### src/rtl/disp_pkg.sv
// Shared encodings for the display scheduler: value sources, game states
// (common with game_control_fsm) and the scheduler state enum.
package disp_pkg;

  localparam logic [2:0] SRC_SCORE     = 3'd0;
  localparam logic [2:0] SRC_TIME      = 3'd1;
  localparam logic [2:0] SRC_COUNTDOWN = 3'd2;
  localparam logic [2:0] SRC_HISCORE   = 3'd3;
  localparam logic [2:0] SRC_LAST      = 3'd4;

  localparam logic [1:0] GS_IDLE      = 2'd0;
  localparam logic [1:0] GS_COUNTDOWN = 2'd1;
  localparam logic [1:0] GS_PLAY      = 2'd2;
  localparam logic [1:0] GS_OVER      = 2'd3;

  typedef enum logic [2:0] {
    ST_IDLE     = 3'd0,
    ST_CD       = 3'd1,
    ST_PLAY_ROT = 3'd2,
    ST_HIT_HOLD = 3'd3,
    ST_MISS     = 3'd4,
    ST_OVER     = 3'd5
  } sched_state_e;

  function automatic sched_state_e gs_to_state(input logic [1:0] gs);
    sched_state_e st;
    case (gs)
      GS_IDLE:      st = ST_IDLE;
      GS_COUNTDOWN: st = ST_CD;
      GS_PLAY:      st = ST_PLAY_ROT;
      GS_OVER:      st = ST_OVER;
      default:      st = ST_IDLE;
    endcase
    return st;
  endfunction

  // Seconds left in the game, clamped at zero once elapsed time reaches the length.
  function automatic logic [7:0] remaining_time(input logic [5:0] elapsed, input logic [7:0] len);
    logic [7:0] rem;
    if ({2'b00, elapsed} >= len) rem = 8'd0;
    else                         rem = len - {2'b00, elapsed};
    return rem;
  endfunction

endpackage

### src/rtl/display_scheduler_tick_timer.sv
// tick_timer: elapsed-tick counter that wraps at TICKS-1 and flags the wrap
// cycle on done; clr restarts it from zero.
module tick_timer #(
  parameter int TICKS = 1,
  parameter int CNT_W = 28
) (
  input  logic clk,
  input  logic rst_n,
  input  logic clr,
  input  logic en,
  output logic done
);

  localparam logic [CNT_W-1:0] LAST = CNT_W'(TICKS - 1);

  logic [CNT_W-1:0] cnt_r;

  assign done = en && (cnt_r == LAST);

  // Count while enabled, wrapping at LAST; clear has priority.
  always_ff @(posedge clk or negedge rst_n) begin
    if (!rst_n) begin
      cnt_r <= '0;
    end else if (clr) begin
      cnt_r <= '0;
    end else if (en) begin
      if (cnt_r == LAST) cnt_r <= '0;
      else               cnt_r <= cnt_r + CNT_W'(1);
    end else begin
      cnt_r <= cnt_r;
    end
  end

endmodule

### src/rtl/display_scheduler.sv
// display_scheduler: picks which game value drives the two-digit display and
// owns the high-score register (present only when HISCORE_EN is defined).
module display_scheduler
  import disp_pkg::*;
#(
  parameter int ROTATE_TICKS = 200_000_000,
  parameter int HOLD_TICKS   = 50_000_000,
  parameter int BLINK_TICKS  = 25_000_000,
  parameter int GAME_LEN     = 30,
  parameter int CNT_W        = 28
) (
  input  logic       clk,
  input  logic       rst_n,
  input  logic [1:0] game_state,
  input  logic [5:0] countdown_sec,
  input  logic [5:0] game_time_sec,
  input  logic [7:0] score,
  input  logic       hit_pulse,
  input  logic       timeout_pulse,
  input  logic       clear_hiscore,
  output logic [7:0] display_value,
  output logic [2:0] display_src,
  output logic       blank
);

  localparam logic [7:0] GAME_LEN_V = 8'(GAME_LEN);

  sched_state_e state_r, state_s;
  logic       rot_r, rot_s;
  logic       ph_r, ph_s;
  logic [1:0] prev_gs_r;
  logic       slot_clr_s, slot_en_s, slot_done_s;
  logic       hold_clr_s, hold_en_s, hold_done_s;
  logic       blink_clr_s, blink_en_s, blink_done_s;
  logic [7:0] val_s;
  logic [2:0] src_s;
  logic       blank_s;

  tick_timer #(.TICKS(ROTATE_TICKS), .CNT_W(CNT_W)) u_slot (
    .clk(clk), .rst_n(rst_n), .clr(slot_clr_s), .en(slot_en_s), .done(slot_done_s));
  tick_timer #(.TICKS(HOLD_TICKS), .CNT_W(CNT_W)) u_hold (
    .clk(clk), .rst_n(rst_n), .clr(hold_clr_s), .en(hold_en_s), .done(hold_done_s));
  tick_timer #(.TICKS(BLINK_TICKS), .CNT_W(CNT_W)) u_blink (
    .clk(clk), .rst_n(rst_n), .clr(blink_clr_s), .en(blink_en_s), .done(blink_done_s));

`ifdef HISCORE_EN
  logic [7:0] hiscore_r;

  // Clear beats the end-of-game update; only a PLAY->OVER transition may raise it.
  always_ff @(posedge clk or negedge rst_n) begin
    if (!rst_n) begin
      hiscore_r <= 8'd0;
    end else if (clear_hiscore) begin
      hiscore_r <= 8'd0;
    end else if ((prev_gs_r == GS_PLAY) && (game_state == GS_OVER) && (score > hiscore_r)) begin
      hiscore_r <= score;
    end else begin
      hiscore_r <= hiscore_r;
    end
  end
`else
  logic unused_s;
  assign unused_s = clear_hiscore;
`endif

  // State, rotation/blink phase and last-seen game state.
  always_ff @(posedge clk or negedge rst_n) begin
    if (!rst_n) begin
      state_r   <= ST_IDLE;
      rot_r     <= 1'b0;
      ph_r      <= 1'b0;
      prev_gs_r <= GS_IDLE;
    end else begin
      state_r   <= state_s;
      rot_r     <= rot_s;
      ph_r      <= ph_s;
      prev_gs_r <= game_state;
    end
  end

  // Next state: a game_state change overrides everything, otherwise per-state events.
  always_comb begin
    state_s     = state_r;
    rot_s       = rot_r;
    ph_s        = ph_r;
    slot_clr_s  = 1'b0;
    slot_en_s   = 1'b0;
    hold_clr_s  = 1'b0;
    hold_en_s   = 1'b0;
    blink_clr_s = 1'b0;
    blink_en_s  = 1'b0;
    if (game_state != prev_gs_r) begin
      state_s     = gs_to_state(game_state);
      rot_s       = 1'b0;
      ph_s        = 1'b0;
      slot_clr_s  = 1'b1;
      hold_clr_s  = 1'b1;
      blink_clr_s = 1'b1;
    end else begin
      case (state_r)
        ST_IDLE: begin
`ifdef HISCORE_EN
          slot_en_s = 1'b1;
          if (slot_done_s) rot_s = ~rot_r;
          else             rot_s = rot_r;
`else
          slot_clr_s = 1'b1;
`endif
        end
        ST_CD: state_s = ST_CD;
        ST_PLAY_ROT: begin
          if (hit_pulse) begin
            state_s    = ST_HIT_HOLD;
            hold_clr_s = 1'b1;
          end else if (timeout_pulse) begin
            state_s     = ST_MISS;
            rot_s       = 1'b0;
            blink_clr_s = 1'b1;
          end else begin
            slot_en_s = 1'b1;
            if (slot_done_s) rot_s = ~rot_r;
            else             rot_s = rot_r;
          end
        end
        ST_HIT_HOLD: begin
          if (hit_pulse) begin
            hold_clr_s = 1'b1;
          end else begin
            hold_en_s = 1'b1;
            if (hold_done_s) begin
              state_s    = ST_PLAY_ROT;
              rot_s      = 1'b1;
              slot_clr_s = 1'b1;
            end else begin
              state_s = ST_HIT_HOLD;
            end
          end
        end
        // rot doubles as the blink phase here: 0 = blanked half, 1 = lit half.
        ST_MISS: begin
          if (hit_pulse) begin
            state_s    = ST_HIT_HOLD;
            hold_clr_s = 1'b1;
          end else if (timeout_pulse) begin
            rot_s       = 1'b0;
            blink_clr_s = 1'b1;
          end else begin
            blink_en_s = 1'b1;
            if (blink_done_s) begin
              if (rot_r) begin
                state_s    = ST_PLAY_ROT;
                rot_s      = 1'b0;
                slot_clr_s = 1'b1;
              end else begin
                rot_s = 1'b1;
              end
            end else begin
              rot_s = rot_r;
            end
          end
        end
        ST_OVER: begin
          blink_en_s = 1'b1;
          if (blink_done_s) begin
            ph_s = ~ph_r;
            if (ph_r) rot_s = ~rot_r;
            else      rot_s = rot_r;
          end else begin
            ph_s = ph_r;
          end
        end
        default: begin
          state_s = ST_IDLE;
          rot_s   = 1'b0;
          ph_s    = 1'b0;
        end
      endcase
    end
  end

  // Output selection from the current state.
  always_comb begin
    val_s   = 8'd0;
    src_s   = SRC_LAST;
    blank_s = 1'b0;
    case (state_r)
      ST_IDLE: begin
`ifdef HISCORE_EN
        if (rot_r) begin
          val_s = score;
          src_s = SRC_LAST;
        end else begin
          val_s = hiscore_r;
          src_s = SRC_HISCORE;
        end
`else
        val_s = score;
        src_s = SRC_LAST;
`endif
      end
      ST_CD: begin
        val_s = {2'b00, countdown_sec};
        src_s = SRC_COUNTDOWN;
      end
      ST_PLAY_ROT: begin
        if (rot_r) begin
          val_s = remaining_time(game_time_sec, GAME_LEN_V);
          src_s = SRC_TIME;
        end else begin
          val_s = score;
          src_s = SRC_SCORE;
        end
      end
      ST_HIT_HOLD: begin
        val_s = score;
        src_s = SRC_SCORE;
      end
      ST_MISS: begin
        val_s   = score;
        src_s   = SRC_SCORE;
        blank_s = ~rot_r;
      end
      ST_OVER: begin
        val_s   = score;
        src_s   = SRC_SCORE;
        blank_s = rot_r;
      end
      default: begin
        val_s   = 8'd0;
        src_s   = SRC_LAST;
        blank_s = 1'b0;
      end
    endcase
  end

  // Registered display outputs.
  always_ff @(posedge clk or negedge rst_n) begin
    if (!rst_n) begin
      display_value <= 8'd0;
      display_src   <= SRC_LAST;
      blank         <= 1'b0;
    end else begin
      display_value <= val_s;
      display_src   <= src_s;
      blank         <= blank_s;
    end
  end

endmodule
### config.mk
export PLATFORM = sky130hd
export DESIGN_NAME = display_scheduler
export DESIGN_NICKNAME = d
export VERILOG_FILES = /design/src/rtl/disp_pkg.sv /design/src/rtl/display_scheduler_tick_timer.sv /design/src/rtl/display_scheduler.sv
export SDC_FILE = /design/constraint.sdc
export NUM_CORES = 1
export LEC_CHECK = 0
export CORE_AREA = 2 2 120 122
export CTS_CLUSTER_SIZE = 28
export DETAILED_ROUTE_END_ITERATION = 8
export DIE_AREA = 0 0 122 124
export GPL_TIMING_DRIVEN = 1
export PLACE_DENSITY = 0.65
export SYNTH_ARGS = -nofsm -noshare
export SYNTH_HDL_FRONTEND = slang
export SYNTH_HIERARCHICAL = 1
export SYNTH_SLANG_ARGS = --single-unit
### constraint.sdc
create_clock -name clk -period 5.2 [get_ports clk]
set_clock_uncertainty 0.2 [all_clocks]
set_input_delay 1.04 -clock clk [delete_from_list [all_inputs] [get_ports clk]]
set_output_delay 1.04 -clock clk [all_outputs]
set_load 0.005 [all_outputs]
# After elaboration in Yosys (flattened, before gate mapping)
# Cells that the tools add are included.
# word_totals
ff_bits	103
inputBits	27
output_inout_bits	12
# op_classes
add_sub_neg	4
n_lt_le_gt_ge	1
eq_ne	27
mux	66
n_bitwise	2
n_reduce_logical	18
# ops
operator	n
$mux 28	9
$add 28x1->28 const B	3
$mux 1	38
$eq 28x25->1 const B	1
$eq 28x26->1 const B	1
$eq 28x28->1 const B	1
$mux 3	8
$ne 4x4->1 const B	6
$pmux 8 s3	1
$ne 3x3->1 const B	6
$mux 8	2
$pmux 3 s5	1
$pmux 3 s4	1
$pmux 3 s3	1
$reduce_and 9->1	1
$sub 5x6->7 const A	1
$eq 3x2->1 const B	2
$eq 3x3->1 const B	2
$ge 6x5->1 const B	1
$ne 2x1->1 const B	3
$pmux 1 s2	3
$reduce_and 6->1	1
$reduce_bool 2->1	3
$reduce_or 2->1	3
other kinds (14)	19

# Logic depth before layout (Yosys ltp)
# Gate-level depths: netlist of run 1.
# logic_depth
depth_word	11
ltp_mapped	13

# By module
# Netlist of run 1, hierarchy kept.
# modules_own_cells
module	instances	cells_per_inst	area_per_inst_um2	seq_area_each_um2
tick_timer at u_blink	1	180	1629.1	700.7
tick_timer at u_hold	1	177	1615.3	700.7
tick_timer at u_slot	1	167	1556.5	700.7
display_scheduler	1	143	1310.0	476.7

# Least setup slack after synthesis of run 1
# No wires, ideal clock.
# synth_path
path_kind	input -> register
start	in game_state[0]
end	reg u_slot.cnt_r[15]
setup_time_ps	119
arrival_ps	3497
setup_slack_ps	1384
cell_stages	12
path_cell_list	nor2_1 o21a_4 and4_1 inv_1 nor4_1 a31oi_1 o221ai_1 nor2_1 nor4_1 and3_1 xnor2_1 nor2_1
# synth_between
word_cells_on_any_way	15
# synth_lines
item	line	source
start: declaration	display_scheduler.sv:14	input logic [1:0] game_state,
$ne 2x2->1 *	display_scheduler.sv:92	if (game_state != prev_gs_r) begin
$mux 1 *	display_scheduler.sv:92	
named net hold_en_s	display_scheduler.sv:33	logic hold_clr_s, hold_en_s, hold_done_s;
$logic_and 1x1->1 *	display_scheduler_tick_timer.sv:18	assign done = en && (cnt_r == LAST);
named net hold_done_s	display_scheduler.sv:33	
$mux 1 *	display_scheduler.sv:130	if (hold_done_s) begin
$mux 1 *	display_scheduler.sv:126	if (hit_pulse) begin
$pmux 1 s3 *	display_scheduler.sv:100	case (state_r)
$mux 1 *	display_scheduler.sv:92	
named net slot_clr_s	display_scheduler.sv:32	logic slot_clr_s, slot_en_s, slot_done_s;
$mux 28 / $reduce_bool 2->1 (equally long branches)	n/a	
end signal: assignment	display_scheduler_tick_timer.sv:28	else cnt_r <= cnt_r + CNT_W'(1);
end signal: assignment	display_scheduler_tick_timer.sv:30	cnt_r <= cnt_r;
end: declaration	display_scheduler_tick_timer.sv:16	logic [CNT_W-1:0] cnt_r;
# The timed path passes the listed nets; every way through them passes the cells marked *.
# A chain may end at the register's enable or synchronous reset.

# Worst setup path after layout of run 1
# layout_path
start	in game_state[0]
end	reg u_slot.cnt_r[27]
# The elaborated chain is that of the path after synthesis.

==> results of run 1 <==
==> flip-flops by register name (all words and copies together), names as in the netlist <==
register       count
u_blink/cnt_r     28
prev_gs_r          2
ph_r               1
u_hold/cnt_r      28
state_r            3
display_value      8
display_src        3
rot_r              1
u_slot/cnt_r      28
blank              1
==> kinds of logic after synthesis <==
logic type / Yosys count / synth area share [%]
AOI/OAI and AO/OA: 120 / 13.49
xor gates and xnor gates: 49 / 7.146
adders and majority gates: 5 / 1.024
buffers and inverters: 50 / 4.279
DFF: 103 / 42.20
muxes: 8 / 1.413
and+or+nand+nor: 332 / 30.45
==> metrics by stage <==
stage | utilization, % | hold WS (ns) | cell area, um2 | power [mW] | worst slack (ns)
floorplan | - | 0.2914 | 6111 | 1.042 | 1.384
global placement | 48.05 | 0.3235 | 6593 | 1.150 | 0.4042
detailed placement | 48.05 | 0.3299 | 6593 | 1.153 | 0.2972
CTS | 50.52 | 0.3463 | 6930 | 1.936 | 0.6261
global route | 50.52 | 0.3645 | 6930 | 1.999 | 0.2883
finish | 50.52 | 0.3475 | 6930 | 1.912 | 0.5462
==> cell usage in the layout, fill, tap and decap left out, types with 3 or more instances in the layout <==
cell               n
a32o_1             5
mux2i_1            6
ha_1               5
or3_1             17
nor2_1            75
nand4_1           25
o22ai_1            3
clkdlybuf4s50_1   36
buf_4             11
xnor2_1           26
bufinv_16          3
nand3_1           31
a221o_1            5
nand3b_1           6
o31ai_1           10
nor2b_1            9
or4_1             21
inv_1             20
o21ai_0           15
a21oi_1           39
and3_1            14
nor4b_1            5
dfrtp_1          102
nor4_1            18
clkbuf_16          9
xor2_1            22
a31oi_1            7
and2_1             3
nand2b_1           4
nand2_1           52
nor3_1            21
and4_1             7
o21ai_1            5
==> final cells by class <==
type / instances / share of cell area (%)
Multi-Input combinational cell: 514 / 47.19
Timing Repair Buffer: 47 / 6.391
Sequential cell: 103 / 37.21
Tap cell: 180 / 3.250
Inverter: 20 / 1.083
Clock inverter: 6 / 1.571
Clock buffer: 10 / 3.304
==> worst paths after layout <==
kind,start,endpoint,slack [ns]
worst max-delay path,game_state[0],u_slot/cnt_r[27],0.55
worst min-delay path,u_blink/cnt_r[27],u_blink/cnt_r[27],0.35
worst max register to register,state_r[1],u_slot/cnt_r[27],1.19
worst min register to register,u_blink/cnt_r[27],u_blink/cnt_r[27],0.35
max in group asynchronous,rst_n,u_slot/cnt_r[2],3.23
min in group asynchronous,rst_n,display_value[4],0.63
==> synth_stat cells (18+ instances only) <==
cell     number
a21oi_1      39
dfrtp_1     102
inv_1        20
nand2_1      52
nand3_1      31
nand4_1      25
nor2_1       75
nor3_1       21
nor4_1       18
or4_1        21
xnor2_1      26
xor2_1       22
==> worst max-delay path: stages <==
cell and delay (ns):
clkdlybuf4s50_1 0.60, and2_1 0.22, o21a_4 0.20, and4_1 0.23, inv_1 0.12, nor4_1 0.53
a31oi_1 0.16, o221ai_1 0.34, nor2_1 0.26, nor3_1 0.50, nand4_1 0.22, xor2_1 0.18
nor2_1 0.06
==> power by group through the flow <==
stage	clock, mW	sequential [mW]	combinational (mW)
after detailed placement	0	0.883	0.269
after global placement	0	0.882	0.268
after floorplan	0	0.860	0.181
after global routing	0.827	0.873	0.300
final	0.777	0.868	0.268
after CTS	0.798	0.867	0.271
==> layer usage <==
metal,up-vias,global-route usage [%]
met1,2508,25.35
met4,0,6.825
met3,17,4.075
met2,94,31.39
met5,-,0
li1,2523,-
==> flow_summary.toml, run 1 <==
[sta]
drv_slew = 0
relSlewSlack_pct = 33.23
finalSetupTns_ns = 0
fin_crit_sh_pct = 89.50
fin_crit_ns = 4.654
rsz0062_at_grt = "no"
hold_viol = 0
tightest_slew_ns = 0.9876
report.final.setup_viol = 0
fmax_mhz = 214.9

[die]
die_area_um2 = 15130
die_h_um = 124
die_w_um = 122
ios = 39
num_rows = 43
start_util_pct = 44.54
core_area_um2 = 13720

[layout]
num-fill-cells = 1282
multiInputGateArea_um2 = 3271
syn2layout_area_growth_pct = 13.41
antenna_cells = 0
regArea_um2 = 2579
layout-drive-gt1-share_pct = 7.429
final_cells = 880
nNetsFinal = 727

[yosys]
synth_nets = 699
synth_enable_flop_cells = 0
synthTopCellsByArea = "dfrtp_1, nor2_1, xnor2_1"
async_reset_ff_share_pct = 100.0
synth.cell_area_um2 = 6111
post-synth-top-area-cell = "dfrtp_1"
synth_top_area_share_pct = 41.77
synthCells = 667
yosysWarnings = 6
ys_seq_elements = 103
synth_cell_types = 78
ys_seq_area_share_pct = 42.20
avgSynthCellArea_um2 = 9.162
synth_ff_type = "dfrtp_1"

[cts]
cts_setup_buffers = 0
insertion_delay_ns = 0.36
numClockSinks = 103
clk_pin_slew_ns = 0.07
ctsHoldBuffers = 0
cts_tree = "done"
cts_buffers = 9
cts.path.max_buffers = 2
postCtsResizedCells = 0
root_buffer = "clkbuf_16"
cts.htree.levels = 3

[placement]
place_hpwl_um = 9196
place.gp.congestion = 0.8462
place.detailed.instances = 864
portBuffers = 37

[power_and_ir_drop]
p_comb_share_pct = 14.0
pwr-share-clk_pct = 40.6
swShare_pct = 25.20
p_seq_share_pct = 45.4
power_density_nw_per_um2 = 275.9
leakagePower_nw = 2.569
power.internal_mw = 1.430
switching_power_mw = 0.4819
peakVddDrop_mv = 0.1854

[drt]
drc_errors = 0
wl_met1_um = 6491
wl_per_cell_um = 15.39
routed_wl_um = 13540
drtPass1Iterations = 5
wl_met2_um = 6295
num_vias = 5142
top_layer_used = "met4"
met3_length_um = 575
viasPerCell = 5.843
ant_nets = 0
drt-initial-drc-count = 332

[grt]
grt_pass1_vias = 4994
grt_max_degree = 78
globalRouteTotalUtil_pct = 19.22
antenna_found_initial = 0
overflow = 0
grt_pass1_wl_um = 23430

[worst_setup_path]
startpoint_type = "input port"
ff2ff_path_depth = 12
critPathKind = "input port to flip-flop"
arrival_ns = 4.67
required_ns = 5.22
cp-end-kind = "flip-flop"
critPathMaxFanout = 10

[flow_run]
drv_cap = 0

[status]
status = "completed"

[worst_hold_path]
holdPathStages = 2
hold_class = "flip-flop to flip-flop"
(Power assumes the default switching activity.)
==> run 2, diff against run 1 <==
- DONT_BUFFER_PORTS: not set -> 1
- PLACE_DENSITY: 0.65 -> 0.62
==> flow_summary.toml, run 2 (synthesized netlist as in run 1, its figures left out) <==
[status]
status = "completed"

[cts]
insertion_delay_ns = 0.35
numClockSinks = 103
ctsHoldBuffers = 0
cts.path.max_buffers = 2
cts.htree.levels = 3
cts_buffers = 9
root_buffer = "clkbuf_16"
cts_setup_buffers = 0
clk_pin_slew_ns = 0.07
cts_tree = "done"
postCtsResizedCells = 0

[worst_setup_path]
critPathMostFrequentCell = "nor2_1"
critPathMaxFanout = 11
critical-path-top-delay-family = "simple AND/OR/NAND/NOR gates"
startpoint_type = "input port"
path_cells = "nor2_1 > o21a_4 > and4_1 > inv_1 > nor4_1 > a31oi_1 > o221ai_1 > buf_4 > nor2_1 > nor4_1 > and3_1 > xnor2_1 > nor2_1"
critPathKind = "input port to flip-flop"
arrival_ns = 4.12
cp-end-kind = "flip-flop"
worst_r2r_startpoint = "u_blink/cnt_r[17]"
crit_slowest_cell = "nor4_1"
startpoint = "game_state[0]"
critPathBufInv = 2
slowest_delay_ns = 0.61
required_ns = 5.21

[drt]
ant_nets = 0
routed_wl_um = 13480
drc_errors = 0
num_vias = 5023
drt-initial-drc-count = 355
drtPass1Iterations = 5
viasPerCell = 5.994
wl_per_cell_um = 16.08

[sta]
fin_crit_ns = 4.108
fin_crit_sh_pct = 79.00
tightest_slew_ns = 1.036
fmax_mhz = 243.4
report.final.setup_viol = 0
drv_slew = 0
finalSetupTns_ns = 0
rsz0062_at_grt = "no"
hold_viol = 0
relSlewSlack_pct = 30.71

[die]
die_w_um = 122
start_util_pct = 44.54
ios = 39
num_rows = 43
die_area_um2 = 15130
die_h_um = 124
core_area_um2 = 13720

[layout]
regArea_um2 = 2579
layout_commonest_cell = "dfrtp_1"
reg_top3 = "u_blink/cnt_r x28, u_hold/cnt_r x28, u_slot/cnt_r x28"
multiInputGateArea_um2 = 3271
final_cells = 838
syn2layout_area_growth_pct = 6.450
nNetsFinal = 685
antenna_cells = 0
num-fill-cells = 1283
layout-drive-gt1-share_pct = 7.143
layout_common_cells = "dfrtp_1, nor2_1, nand2_1, a21oi_1, nand3_1"

[power_and_ir_drop]
leakagePower_nw = 2.390
peakVddDrop_mv = 0.1512
power_density_nw_per_um2 = 272.7

[placement]
place.gp.congestion = 0.8069
place.detailed.instances = 822
portBuffers = 0
place_hpwl_um = 9024

[grt]
globalRouteTotalUtil_pct = 18.97
grt_util_met1_pct = 25.54
grt_pass1_wl_um = 23320
grt_pass1_vias = 4798
overflow = 0
antenna_found_initial = 0
grt_max_degree = 104
met2_usage_pct = 30.20
grtUsageMet3_pct = 3.892
busiest_layer = "met2"

[worst_hold_path]
hold_class = "input port to async pin"

[flow_run]
drv_cap = 0
run 2: cell type report:
type | instances | share of cell area [%]
inverters | 20 | 1.154
multi-input cells | 514 | 50.28
clock buffers | 12 | 4.097
repair buffers | 5 | 0.5770
flip-flops and latches | 103 | 39.64
clock inverters | 4 | 0.7886
well taps | 180 | 3.462
run 2: metrics by stage:
stage / power, mW / instance area [um2] / utilization (%) / worst slack (ns) / hold slack, ns
CTS: 1.790 / 6505 / 47.41 / 1.086 / 0.1657
global route: 1.854 / 6505 / 47.41 / 0.7946 / 0.1620
floorplan: 1.042 / 6111 / - / 1.384 / 0.2914
finish: 1.774 / 6505 / 47.41 / 1.092 / 0.1787
detailed placement: 1.067 / 6187 / 45.10 / 0.7430 / 0.3326
global placement: 1.064 / 6187 / 45.10 / 0.7983 / 0.3188
run 2: final timing paths:
| path | to | slack (ns) | cells after the start |
|---|---|---|---|
| worst max-delay path | u_slot/cnt_r[15] | 1.09 | 13 |
| worst max register to register | u_slot/cnt_r[15] | 1.11 | 11 |
| worst min-delay path | display_value[4] | 0.18 | 0 |
| max in group asynchronous | display_src[2] | 4.43 | 0 |
| worst min register to register | u_slot/cnt_r[23] | 0.34 | 1 |
| min in group clk | u_slot/cnt_r[23] | 0.34 | 1 |
run 2: per-layer routing:
| metal | vias to the layer above | share of wire, % |
|---|---|---|
| li1 | 2434 | - |
| met1 | 2462 | 47 |
| met2 | 113 | 46 |
| met3 | 14 | 4.9 |
| met4 | 0 | 1.6 |
| met5 | - | 0 |
run 2: power breakdown:
part	switching [mW]	leakage [nW]	internal (mW)
registers	0.0419	1.41	0.831
logic	0.105	0.824	0.0730
clock network	0.308	0.155	0.414
